### config.mk
export PLATFORM = sky130hd
export DESIGN_NAME = ieeedrv_memmux_flat
export DESIGN_NICKNAME = d
export VERILOG_FILES = /design/src/rtl/ieeedrv_memmux_if.sv /design/src/rtl/ieeedrv_memmux.sv /design/src/flat_wrapper.sv
export SDC_FILE = /design/constraint.sdc
export NUM_CORES = 1
export LEC_CHECK = 0
export BUFFER_PORTS_ARGS = -buffer_cell sky130_fd_sc_hd__buf_2
export CAP_MARGIN = 20
export CORE_UTILIZATION = 39
export CTS_BUF_LIST = sky130_fd_sc_hd__clkbuf_4 sky130_fd_sc_hd__clkbuf_8 sky130_fd_sc_hd__clkbuf_16
export CTS_CLUSTER_DIAMETER = 50
export DETAILED_ROUTE_END_ITERATION = 7
export PLACE_DENSITY_LB_ADDON = 0.08
export RECOVER_POWER = 25
export SETUP_SLACK_MARGIN = 0.15
export SLEW_MARGIN = 30
export SYNTH_ARGS = -nofsm -noshare
export SYNTH_HDL_FRONTEND = slang
export SYNTH_SLANG_ARGS = --single-unit
export TNS_END_PERCENT = 100
### constraint.sdc
create_clock -name clk_sys -period 2.1 [get_ports clk_sys]
set_input_delay 0.315 -clock clk_sys [delete_from_list [all_inputs] [get_ports clk_sys]]
set_output_delay 0.315 -clock clk_sys [all_outputs]
set_load 0.02 [all_outputs]
### src/rtl/ieeedrv_memmux_if.sv
// Shared memory port between the drive arbiter (master) and the memory (slave).
interface ieeedrv_memmux_if #(
    parameter int AW = 14,
    parameter int DW = 8,
    parameter int SW = 2
);
    logic [SW-1:0] mem_sel;
    logic [AW-1:0] mem_addr;
    logic          mem_we;
    logic [DW-1:0] mem_wdata;
    logic [DW-1:0] mem_q;

    modport master (
        output mem_sel,
        output mem_addr,
        output mem_we,
        output mem_wdata,
        input  mem_q
    );

    modport slave (
        input  mem_sel,
        input  mem_addr,
        input  mem_we,
        input  mem_wdata,
        output mem_q
    );
endinterface

### src/rtl/ieeedrv_memmux.sv
// Time-multiplexed shared-memory port for the drive CPUs. A phase strobe
// snapshots every requester; slots are then issued one per cycle on a single
// synchronous memory port and read data is held per requester until the next
// sequence.
//
// state  | meaning
// -------+-----------------------------------------------------------
// IDLE   | waiting for strobe; done cycle is spent here
// ISSUE  | slot slot_q is on the memory port
// DRAIN  | all slots issued; waiting LAT cycles for the last read data
module ieeedrv_memmux #(
    parameter int NREQ = 4,
    parameter int AW   = 14,
    parameter int DW   = 8,
    parameter int LAT  = 1,
    localparam int SW  = (NREQ > 1) ? $clog2(NREQ) : 1
) (
    input  logic                clk_sys,
    input  logic                reset,
    input  logic                strobe,
    input  logic [NREQ-1:0]     drv_en,
    input  logic [AW-1:0]       drv_addr  [NREQ],
    input  logic [NREQ-1:0]     drv_we,
    input  logic [DW-1:0]       drv_wdata [NREQ],
    output logic [DW-1:0]       drv_data  [NREQ],
    ieeedrv_memmux_if.master    mem,
    output logic                busy,
    output logic                done,
    output logic                overrun
);

    typedef enum logic [1:0] {S_IDLE, S_ISSUE, S_DRAIN} state_t;

    state_t        state_q, state_d;
    logic [SW-1:0] slot_q, slot_d;
    logic [1:0]    drain_q, drain_d;

    logic [NREQ-1:0] en_l_q, en_l_d;
    logic [NREQ-1:0] we_l_q, we_l_d;
    logic [AW-1:0]   addr_l_q  [NREQ];
    logic [AW-1:0]   addr_l_d  [NREQ];
    logic [DW-1:0]   wdata_l_q [NREQ];
    logic [DW-1:0]   wdata_l_d [NREQ];

    logic [SW-1:0] mem_sel_q, mem_sel_d;
    logic [AW-1:0] mem_addr_q, mem_addr_d;
    logic          mem_we_q, mem_we_d;
    logic [DW-1:0] mem_wdata_q, mem_wdata_d;

    // Stage 0 is loaded together with the port; stage LAT lines up with mem_q.
    logic [SW-1:0] dl_idx_q [LAT+1];
    logic [SW-1:0] dl_idx_d [LAT+1];
    logic [LAT:0]  dl_rd_q, dl_rd_d;

    logic [DW-1:0] drv_data_q [NREQ];
    logic [DW-1:0] drv_data_d [NREQ];
    logic          done_q, done_d;
    logic          overrun_q, overrun_d;

    // Next-state, port loading, read-data capture and overrun detection.
    always_comb begin
        state_d     = state_q;
        slot_d      = slot_q;
        drain_d     = drain_q;
        en_l_d      = en_l_q;
        we_l_d      = we_l_q;
        addr_l_d    = addr_l_q;
        wdata_l_d   = wdata_l_q;
        mem_sel_d   = mem_sel_q;
        mem_addr_d  = mem_addr_q;
        mem_we_d    = 1'b0;
        mem_wdata_d = mem_wdata_q;
        drv_data_d  = drv_data_q;
        done_d      = 1'b0;
        overrun_d   = overrun_q;

        dl_idx_d[0] = '0;
        dl_rd_d[0]  = 1'b0;
        for (int i = 1; i <= LAT; i++) begin
            dl_idx_d[i] = dl_idx_q[i-1];
            dl_rd_d[i]  = dl_rd_q[i-1];
        end

        for (int i = 0; i < NREQ; i++) begin
            if (dl_rd_q[LAT] && (dl_idx_q[LAT] == SW'(i))) begin
                drv_data_d[i] = mem.mem_q;
            end
        end

        if (strobe && (state_q != S_IDLE)) begin
            overrun_d = 1'b1;
        end

        case (state_q)
            S_IDLE: begin
                if (strobe) begin
                    en_l_d      = drv_en;
                    we_l_d      = drv_we;
                    addr_l_d    = drv_addr;
                    wdata_l_d   = drv_wdata;
                    // Slot 0 goes straight from the inputs so it is on the port next cycle.
                    slot_d      = '0;
                    mem_sel_d   = '0;
                    mem_addr_d  = drv_addr[0];
                    mem_we_d    = drv_en[0] & drv_we[0];
                    mem_wdata_d = drv_wdata[0];
                    dl_rd_d[0]  = drv_en[0] & ~drv_we[0];
                    state_d     = S_ISSUE;
                end
            end
            S_ISSUE: begin
                if (slot_q == SW'(NREQ-1)) begin
                    drain_d = 2'(LAT-1);
                    state_d = S_DRAIN;
                end else begin
                    slot_d      = slot_q + 1'b1;
                    mem_sel_d   = slot_d;
                    dl_idx_d[0] = slot_d;
                    for (int i = 0; i < NREQ; i++) begin
                        if (SW'(i) == slot_d) begin
                            mem_addr_d  = addr_l_q[i];
                            mem_we_d    = en_l_q[i] & we_l_q[i];
                            mem_wdata_d = wdata_l_q[i];
                            dl_rd_d[0]  = en_l_q[i] & ~we_l_q[i];
                        end
                    end
                end
            end
            S_DRAIN: begin
                if (drain_q == 2'd0) begin
                    done_d  = 1'b1;
                    state_d = S_IDLE;
                end else begin
                    drain_d = drain_q - 2'd1;
                end
            end
            default: state_d = S_IDLE;
        endcase
    end

    // State and output registers; reset flushes everything to zero.
    always_ff @(posedge clk_sys) begin
        if (reset) begin
            state_q     <= S_IDLE;
            slot_q      <= '0;
            drain_q     <= '0;
            en_l_q      <= '0;
            we_l_q      <= '0;
            mem_sel_q   <= '0;
            mem_addr_q  <= '0;
            mem_we_q    <= 1'b0;
            mem_wdata_q <= '0;
            dl_rd_q     <= '0;
            done_q      <= 1'b0;
            overrun_q   <= 1'b0;
            for (int i = 0; i <= LAT; i++) dl_idx_q[i] <= '0;
            for (int i = 0; i < NREQ; i++) begin
                addr_l_q[i]   <= '0;
                wdata_l_q[i]  <= '0;
                drv_data_q[i] <= '0;
            end
        end else begin
            state_q     <= state_d;
            slot_q      <= slot_d;
            drain_q     <= drain_d;
            en_l_q      <= en_l_d;
            we_l_q      <= we_l_d;
            addr_l_q    <= addr_l_d;
            wdata_l_q   <= wdata_l_d;
            mem_sel_q   <= mem_sel_d;
            mem_addr_q  <= mem_addr_d;
            mem_we_q    <= mem_we_d;
            mem_wdata_q <= mem_wdata_d;
            dl_idx_q    <= dl_idx_d;
            dl_rd_q     <= dl_rd_d;
            drv_data_q  <= drv_data_d;
            done_q      <= done_d;
            overrun_q   <= overrun_d;
        end
    end

    assign mem.mem_sel   = mem_sel_q;
    assign mem.mem_addr  = mem_addr_q;
    assign mem.mem_we    = mem_we_q;
    assign mem.mem_wdata = mem_wdata_q;
    assign drv_data      = drv_data_q;
    // The done cycle is already IDLE (a strobe there is accepted) but still reports busy.
    assign busy          = (state_q != S_IDLE) || done_q;
    assign done          = done_q;
    assign overrun       = overrun_q;

endmodule

### src/flat_wrapper.sv
// flat-port wrapper written by rule: the top's interface ports become plain ports
module ieeedrv_memmux_flat 
#(
    parameter int NREQ = 4,
    parameter int AW   = 14,
    parameter int DW   = 8,
    parameter int LAT  = 1,
    localparam int SW  = (NREQ > 1) ? $clog2(NREQ) : 1
)
  (clk_sys, reset, strobe, drv_en, drv_addr, drv_we, drv_wdata, drv_data, busy, done, overrun, mem_mem_sel, mem_mem_addr, mem_mem_we, mem_mem_wdata, mem_mem_q);
  ieeedrv_memmux_if #(.AW(AW), .DW(DW), .SW(2)) mem_i ();
  input  logic clk_sys;
  input  logic reset;
  input  logic strobe;
  input  logic [NREQ-1:0] drv_en;
  input  logic [AW-1:0] drv_addr[NREQ];
  input  logic [NREQ-1:0] drv_we;
  input  logic [DW-1:0] drv_wdata[NREQ];
  output logic [DW-1:0] drv_data[NREQ];
  output logic busy;
  output logic done;
  output logic overrun;
  output wire logic [$bits(mem_i.mem_sel)-1:0] mem_mem_sel;
  output wire logic [$bits(mem_i.mem_addr)-1:0] mem_mem_addr;
  output wire logic [$bits(mem_i.mem_we)-1:0] mem_mem_we;
  output wire logic [$bits(mem_i.mem_wdata)-1:0] mem_mem_wdata;
  input wire logic [$bits(mem_i.mem_q)-1:0] mem_mem_q;
  assign mem_mem_sel = mem_i.mem_sel;
  assign mem_mem_addr = mem_i.mem_addr;
  assign mem_mem_we = mem_i.mem_we;
  assign mem_mem_wdata = mem_i.mem_wdata;
  assign mem_i.mem_q = mem_mem_q;
  ieeedrv_memmux #(.NREQ(NREQ), .AW(AW), .DW(DW), .LAT(LAT)) u_core (.clk_sys(clk_sys), .reset(reset), .strobe(strobe), .drv_en(drv_en), .drv_addr(drv_addr), .drv_we(drv_we), .drv_wdata(drv_wdata), .drv_data(drv_data), .mem(mem_i), .busy(busy), .done(done), .overrun(overrun));
endmodule
# Word level (Yosys, flattened, before mapping)
# Cells that the tools add are included.
dict set report word_totals {
  elab_cells 118
  reg_bits 165
}
dict set report classes {
  n_reduce_logical 20
  addsub 2
  muxes 39
  bitwise_logic 17
  n_eq_ne 15
}
# op n
set ops {}
lappend ops {{14-bit two-way mux} 6}
lappend ops {{8-bit two-way mux} 6}
lappend ops {{14-bit one-hot mux with 2 select lines} 1}
lappend ops {{8-bit one-hot mux with 2 select lines} 1}
lappend ops {{2-bit two-way mux} 7}
lappend ops {{1-bit two-way mux} 13}
lappend ops {{1-bit AND} 10}
lappend ops {{3-bit AND reduction} 3}
lappend ops {{2-bit equality test (second input constant)} 4}
lappend ops {{2-bit logical NOT} 4}
lappend ops {{2-bit one-hot mux with 2 select lines} 2}
lappend ops {{1-bit inverter} 7}
lappend ops {{2-bit inequality test (second input constant)} 3}
lappend ops {{2-bit one-hot mux with 3 select lines} 1}
lappend ops {{2-bit nonzero test} 3}
lappend ops {{1-bit logical AND} 5}
lappend ops {{5-bit by 1-bit inequality test with 1-bit output (second input constant)} 1}
lappend ops {{2-bit by 1-bit equality test with 1-bit output (second input constant)} 2}
lappend ops {{2-bit equality test (first input constant)} 2}
lappend ops {{2-bit by 1-bit inequality test with 1-bit output (second input constant)} 2}
lappend ops {{1-bit one-hot mux with 2 select lines} 2}
lappend ops {{4-bit AND reduction} 1}
lappend ops {{3-bit OR reduction} 1}
lappend ops {{2-bit by 1-bit adder with 2-bit output (second input constant)} 1}
lappend ops {{other kinds (5)} 5}

# Longest topological paths before layout
dict set report depth {
  word_depth 8
  depth_mapped 9
  depth_no_buf 6
}

# Worst setup path before layout
# Ideal clock, no wire load.
dict set report synth_path {
  kind {reg-to-reg}
  start {reg u_core.slot_q[1]}
  end {reg u_core.mem_addr_q[10] (netlist: u_core.mem.mem_addr[10])}
  arrival_ps 1981
  t_required_ps 1959
  path_buffers 3
  slack_ps -22
  stages_incl_launch_ff 10
  cell_sequence {dfxtp_1 > inv_1 > ha_1 > buf_6 > or3b_1 > buf_2 > o221a_2 > buf_6 > nor2_1 > nor3_2}
}
dict set report synth_via {
  elab_chain_cells 7
  word_cells_on_any_way 14
  classes_between {add/sub: 1; eq/ne: 6; mux: 5; reduce/logical: 2}
}
# item line
set synth_rtl {}
lappend synth_rtl {{start, declared} ieeedrv_memmux.sv:35} ;# logic [SW-1:0] slot_q, slot_d;
lappend synth_rtl {{start signal, assigned} ieeedrv_memmux.sv:164} ;# slot_q <= slot_d;
lappend synth_rtl {{2-bit by 1-bit adder with 2-bit output} ieeedrv_memmux.sv:116} ;# slot_d = slot_q + 1'b1;
lappend synth_rtl {{1-bit by 2-bit equality test with 1-bit output} ieeedrv_memmux.sv:120} ;# if (SW'(i) == slot_d) begin
lappend synth_rtl {{14-bit two-way mux (3 in series)} ieeedrv_memmux.sv:120}
lappend synth_rtl {{14-bit two-way mux} ieeedrv_memmux.sv:112} ;# if (slot_q == SW'(NREQ-1)) begin
lappend synth_rtl {{14-bit one-hot mux with 2 select lines} ieeedrv_memmux.sv:94} ;# case (state_q)
lappend synth_rtl {{end signal, assigned} ieeedrv_memmux.sv:171} ;# mem_addr_q <= mem_addr_d;
lappend synth_rtl {{end, declared} ieeedrv_memmux.sv:46} ;# logic [AW-1:0] mem_addr_q, mem_addr_d;
# Several ways; a longest one is shown, not always the timed one. The select of a mux whose other input is x is not followed.
# A chain may end at the register's enable or synchronous reset.

# Worst setup path after layout
dict set report layout_path {
  start {reg u_core.slot_q[1]}
  end {reg u_core.mem_wdata_q[7] (netlist: u_core.mem.mem_wdata[7])}
}
dict set report layout_via {
  elab_chain_cells 7
  word_cells_on_any_way 14
  classes_between {add/sub: 1; eq/ne: 6; mux: 5; reduce/logical: 2}
}
# item line
set layout_rtl {}
lappend layout_rtl {{2-bit by 1-bit adder with 2-bit output} ieeedrv_memmux.sv:116}
lappend layout_rtl {{1-bit by 2-bit equality test with 1-bit output} ieeedrv_memmux.sv:120}
lappend layout_rtl {{8-bit two-way mux (3 in series)} ieeedrv_memmux.sv:120}
lappend layout_rtl {{8-bit two-way mux} ieeedrv_memmux.sv:112}
lappend layout_rtl {{8-bit one-hot mux with 2 select lines} ieeedrv_memmux.sv:94}
lappend layout_rtl {{end signal, assigned} ieeedrv_memmux.sv:173} ;# mem_wdata_q <= mem_wdata_d;
lappend layout_rtl {{end, declared} ieeedrv_memmux.sv:48} ;# logic [DW-1:0] mem_wdata_q, mem_wdata_d;
# Several ways; a longest one is shown, not always the timed one. The select of a mux whose other input is x is not followed.

==> summary.txt <==
Run status
  • Outcome: finished, final reports clean

Synth
  • Post-synth ARST share: 0%
  • Seq cells post-synth: between 150 and 200
  • Syn Inst Count: ~860
  • Sequential-to-total area share from yosys stat: 47.3%
  • Post-synth EDFFs: 0
  • Synth Net Count: 978
  • Main synth FF type: dfxtp_1
  • Avg Inst Size Synth: about 8.1 um2
  • Synthesized cell area: around 7000 um2
  • Distinct cells, synth: 36
  • Yosys warns: 0

GRT
  • GR Util All Layers: 21.4%
  • Vias in the first global route: 5800
  • Gr ovfl total: 0
  • Largest net degree at the start of global routing: 53
  • Initial antenna violation count: 0
  • First-pass GRT wire length: 30500 um

Timing
  • Max Clock Freq: around 0.53 GHz
  • Final setup vio count: 0
  • Worst clock skew: 6.87 ps
  • Worst Tran Pin Value: roughly 1300 ps
  • Final period util: between 90 and 100%
  • Slew Viols, Final: 0
  • Fin crit period: around 1900 ps
  • Fin. Hold Viols: 0
  • Max_slew headroom: a little over a tenth
  • Unrepaired setup endpoints after global routing: yes

Routing
  • WL/cell: 15.5 um
  • Via count: a little over 6000
  • DRT Pass-1 Iters: 5
  • Post-Route WL: ~19000 um
  • Via density: 4.93
  • DRC errors left: 0
  • Routed Antenna Nets: 0
  • Drt first-iter violations: roughly 260

Worst setup path
  • Worst setup SP type: flip-flop
  • Max stage delay cell, worst path: or3b_4
  • CP Buf/Inv Count: 2
  • Worst-path fanout max: 26
  • CP required: roughly 2300 ps
  • CP delay by family, top: simple AND/OR/NAND/NOR gates
  • Crit-path max cell delay: between 400 and 500 ps
  • Critical path arrival: 2140 ps
  • Crit Path Category: reg -> reg
  • Crit. End Element: flip-flop
  • Cells along the critical path: inv_1 > ha_1 > or3b_4 > buf_12 > o221a_4 > nor2_1 > nor3_1

Cells and area
  • Ant. Diodes: 0
  • Final cell count without fillers: around 1200
  • Sequential cell area: about 3300 um2
  • Util after Layout: around half
  • Layout area overhead: 25.5%
  • Design Area, Final: 8760 um2
  • Area of the multi-input gates: 3490 um2
  • Nets: between 1000 and 1500
  • Fraction of layout cells with a size suffix above 1: ~22%
  • Fillers: approximately 1800

Power and ir drop
  • Leakage: approximately 3.7 nW
  • Cell Pwr Density: between 900 and 1000 nW/um2
  • Worst vdd rail ir drop: around 0.57 mV

CTS
  • Clock slew seen by the registers of the worst setup and hold paths: 60 ps
  • Clk sinks: approximately 170
  • Worst-Skew Late Latency: ~410 ps
  • Inserted Clock Buffers: 17
  • CTS max path bufs: 2
  • CTS tree: built
  • Hold Buf Count CTS: 0
  • Number of H-tree levels: 4
  • Root Driver: clkbuf_16

Die
  • Core Footprint: ~17000 um2
  • Row cnt: 48
  • Die area: 18400 um2
  • I/O pins: ~170
  • Chip height: 136 um
  • Initial Util: 40.1%
  • Die W: 136 um

Placement
  • Cell Area, Placed: 8070 um2
  • GPL Wtd Cong: 0.747
  • Post-DP HPWL: roughly 12000 um
  • PortBufs: between 150 and 200
  • Dpl cells: around 1200

Job
  • Max Cap Violations: 0

Min path
  • Hold Path Class: in -> reg
==> where the power goes <==
part / internal [mW] / switching, mW / leakage, nW
Sequential: 3.41 / 0.173 / 1.35
Combinational: 0.723 / 1.16 / 2.09
Clock: 1.88 / 1.22 / 0.290
==> area by class of cell <==
class                   instances  area share (%)
multi-input cells             625            39.9
clock buffers                  23            5.58
flip-flops and latches        165            37.8
well taps                     225            3.21
clock inverters                 8            1.13
repair buffers                188            12.0
inverters                       9           0.386
==> tightest hold or removal path: cells and delay by family <==
kind | cells | cell delay (ps)
AOI/OAI and AO/OA | 1 | 50
buffers and inverters | 1 | 90
and+or+nand+nor | 1 | 40
==> placed cells by master, fill, tap and decap left out, drive strengths merged, types with 2 or more instances in the layout <==
| cell type | synthesis | routed |
|---|---|---|
| nand3b | 24 | 24 |
| and2 | 2 | 2 |
| mux2i | 57 | 57 |
| buf | 21 | 142 |
| nand3 | 4 | 4 |
| nand2b | 3 | 3 |
| nand4b | 2 | 2 |
| nor3b | 4 | 4 |
| ha | 10 | 10 |
| nand2 | 217 | 217 |
| a21oi | 100 | 100 |
| clkinv | 0 | 3 |
| a31oi | 24 | 24 |
| clkinvlp | 0 | 2 |
| clkbuf | 45 | 69 |
| o221a | 1 | 4 |
| o221ai | 1 | 2 |
| o21ai | 2 | 2 |
| nor2 | 107 | 107 |
| dfxtp | 165 | 165 |
| nor2b | 7 | 7 |
| inv | 9 | 10 |
| bufinv | 0 | 2 |
| nor3 | 44 | 44 |
==> logic make-up (layout without fill, tap and decap cells) <==
family | Yosys count | count (layout) | share of synthesized area [%]
DFF | 165 | 165 | 47.3
AOI/OAI and AO/OA | 135 | 139 | 10.8
buffers and inverters | 75 | 228 | 4.70
adders and majority gates | 10 | 10 | 1.79
and+or+nand+nor | 419 | 419 | 27.2
muxes | 57 | 57 | 8.17
==> flip-flops by register name (all words and copies together) (netlist names) <==
signal and cells:
u_core.we_l_q 4, u_core.state_q 2, u_core.dl_rd_q 2, u_core.drain_q 2
u_core.overrun 1, u_core.slot_q 2, u_core.done 1, u_core.mem.mem_wdata 8
u_core.addr_l_q 56, u_core.en_l_q 4, u_core.wdata_l_q 32, u_core.mem.mem_addr 14
u_core.drv_data 32, u_core.dl_idx_d 2, u_core.mem.mem_we 1, u_core.dl_idx_q 2
==> repair_timing <==
action / 4_1_cts / 5_1_grt
cloned: 3 / 1
gates resized for setup: 9 / 9
setup endpoints to repair: 22 / 23
pin swaps: 3 / 0
setup buffers: 3 / 0
==> Yosys cell counts, types with 3 or more instances <==
master	n	area share (%)
mux2i_1	57	8.2
a31oi_1	24	2.2
buf_2	7	0.50
ha_1	10	1.8
nor3_1	24	1.7
nand2b_1	3	0.27
a21oi_1	100	7.2
buf_1	9	0.48
nor2_1	107	5.8
nand3_1	4	0.29
nor3_2	20	2.9
inv_1	9	0.48
nand2_1	217	12
nand3b_1	24	2.6
clkbuf_1	45	2.4
nor3b_1	4	0.43
buf_6	5	0.81
dfxtp_1	165	47
nor2b_1	7	0.63
==> layer usage <==
layer / global-route usage [%] / wire length [um]
met1: 28.7 / 9070
met2: 34.7 / 8980
met3: 4.83 / 983
met4: 4.87 / 180
met5: 0 / 0
==> metrics by stage <==
step / TNS (ps) / power [mW] / hold WS [ps] / setup WS [ps]
after global routing: 0 / 9.02 / 120 / 73.0
after global placement: 0 / 5.35 / 418 / 49.5
final: 0 / 8.56 / 131 / 196
after detailed placement: -369 / 5.37 / 423 / -42.9
after CTS: 0 / 8.62 / 118 / 154
after floorplan: 0 / 4.79 / 414 / 164
==> path summary, 6_finish.rpt <==
kind / from / endpoint / slack (ps) / cells past startpoint
worst min-delay path: drv_wdata[19] / u_core.wdata_l_q[19] / 130 / 3
worst max register to register: u_core.slot_q[1] / u_core.mem.mem_wdata[7] / 200 / 7
worst min register to register: u_core.dl_idx_d[1] / u_core.dl_idx_q[1] / 430 / 1
worst max-delay path: u_core.slot_q[1] / u_core.mem.mem_wdata[7] / 200 / 7
No activity file was read; power rests on OpenSTA's default activity.
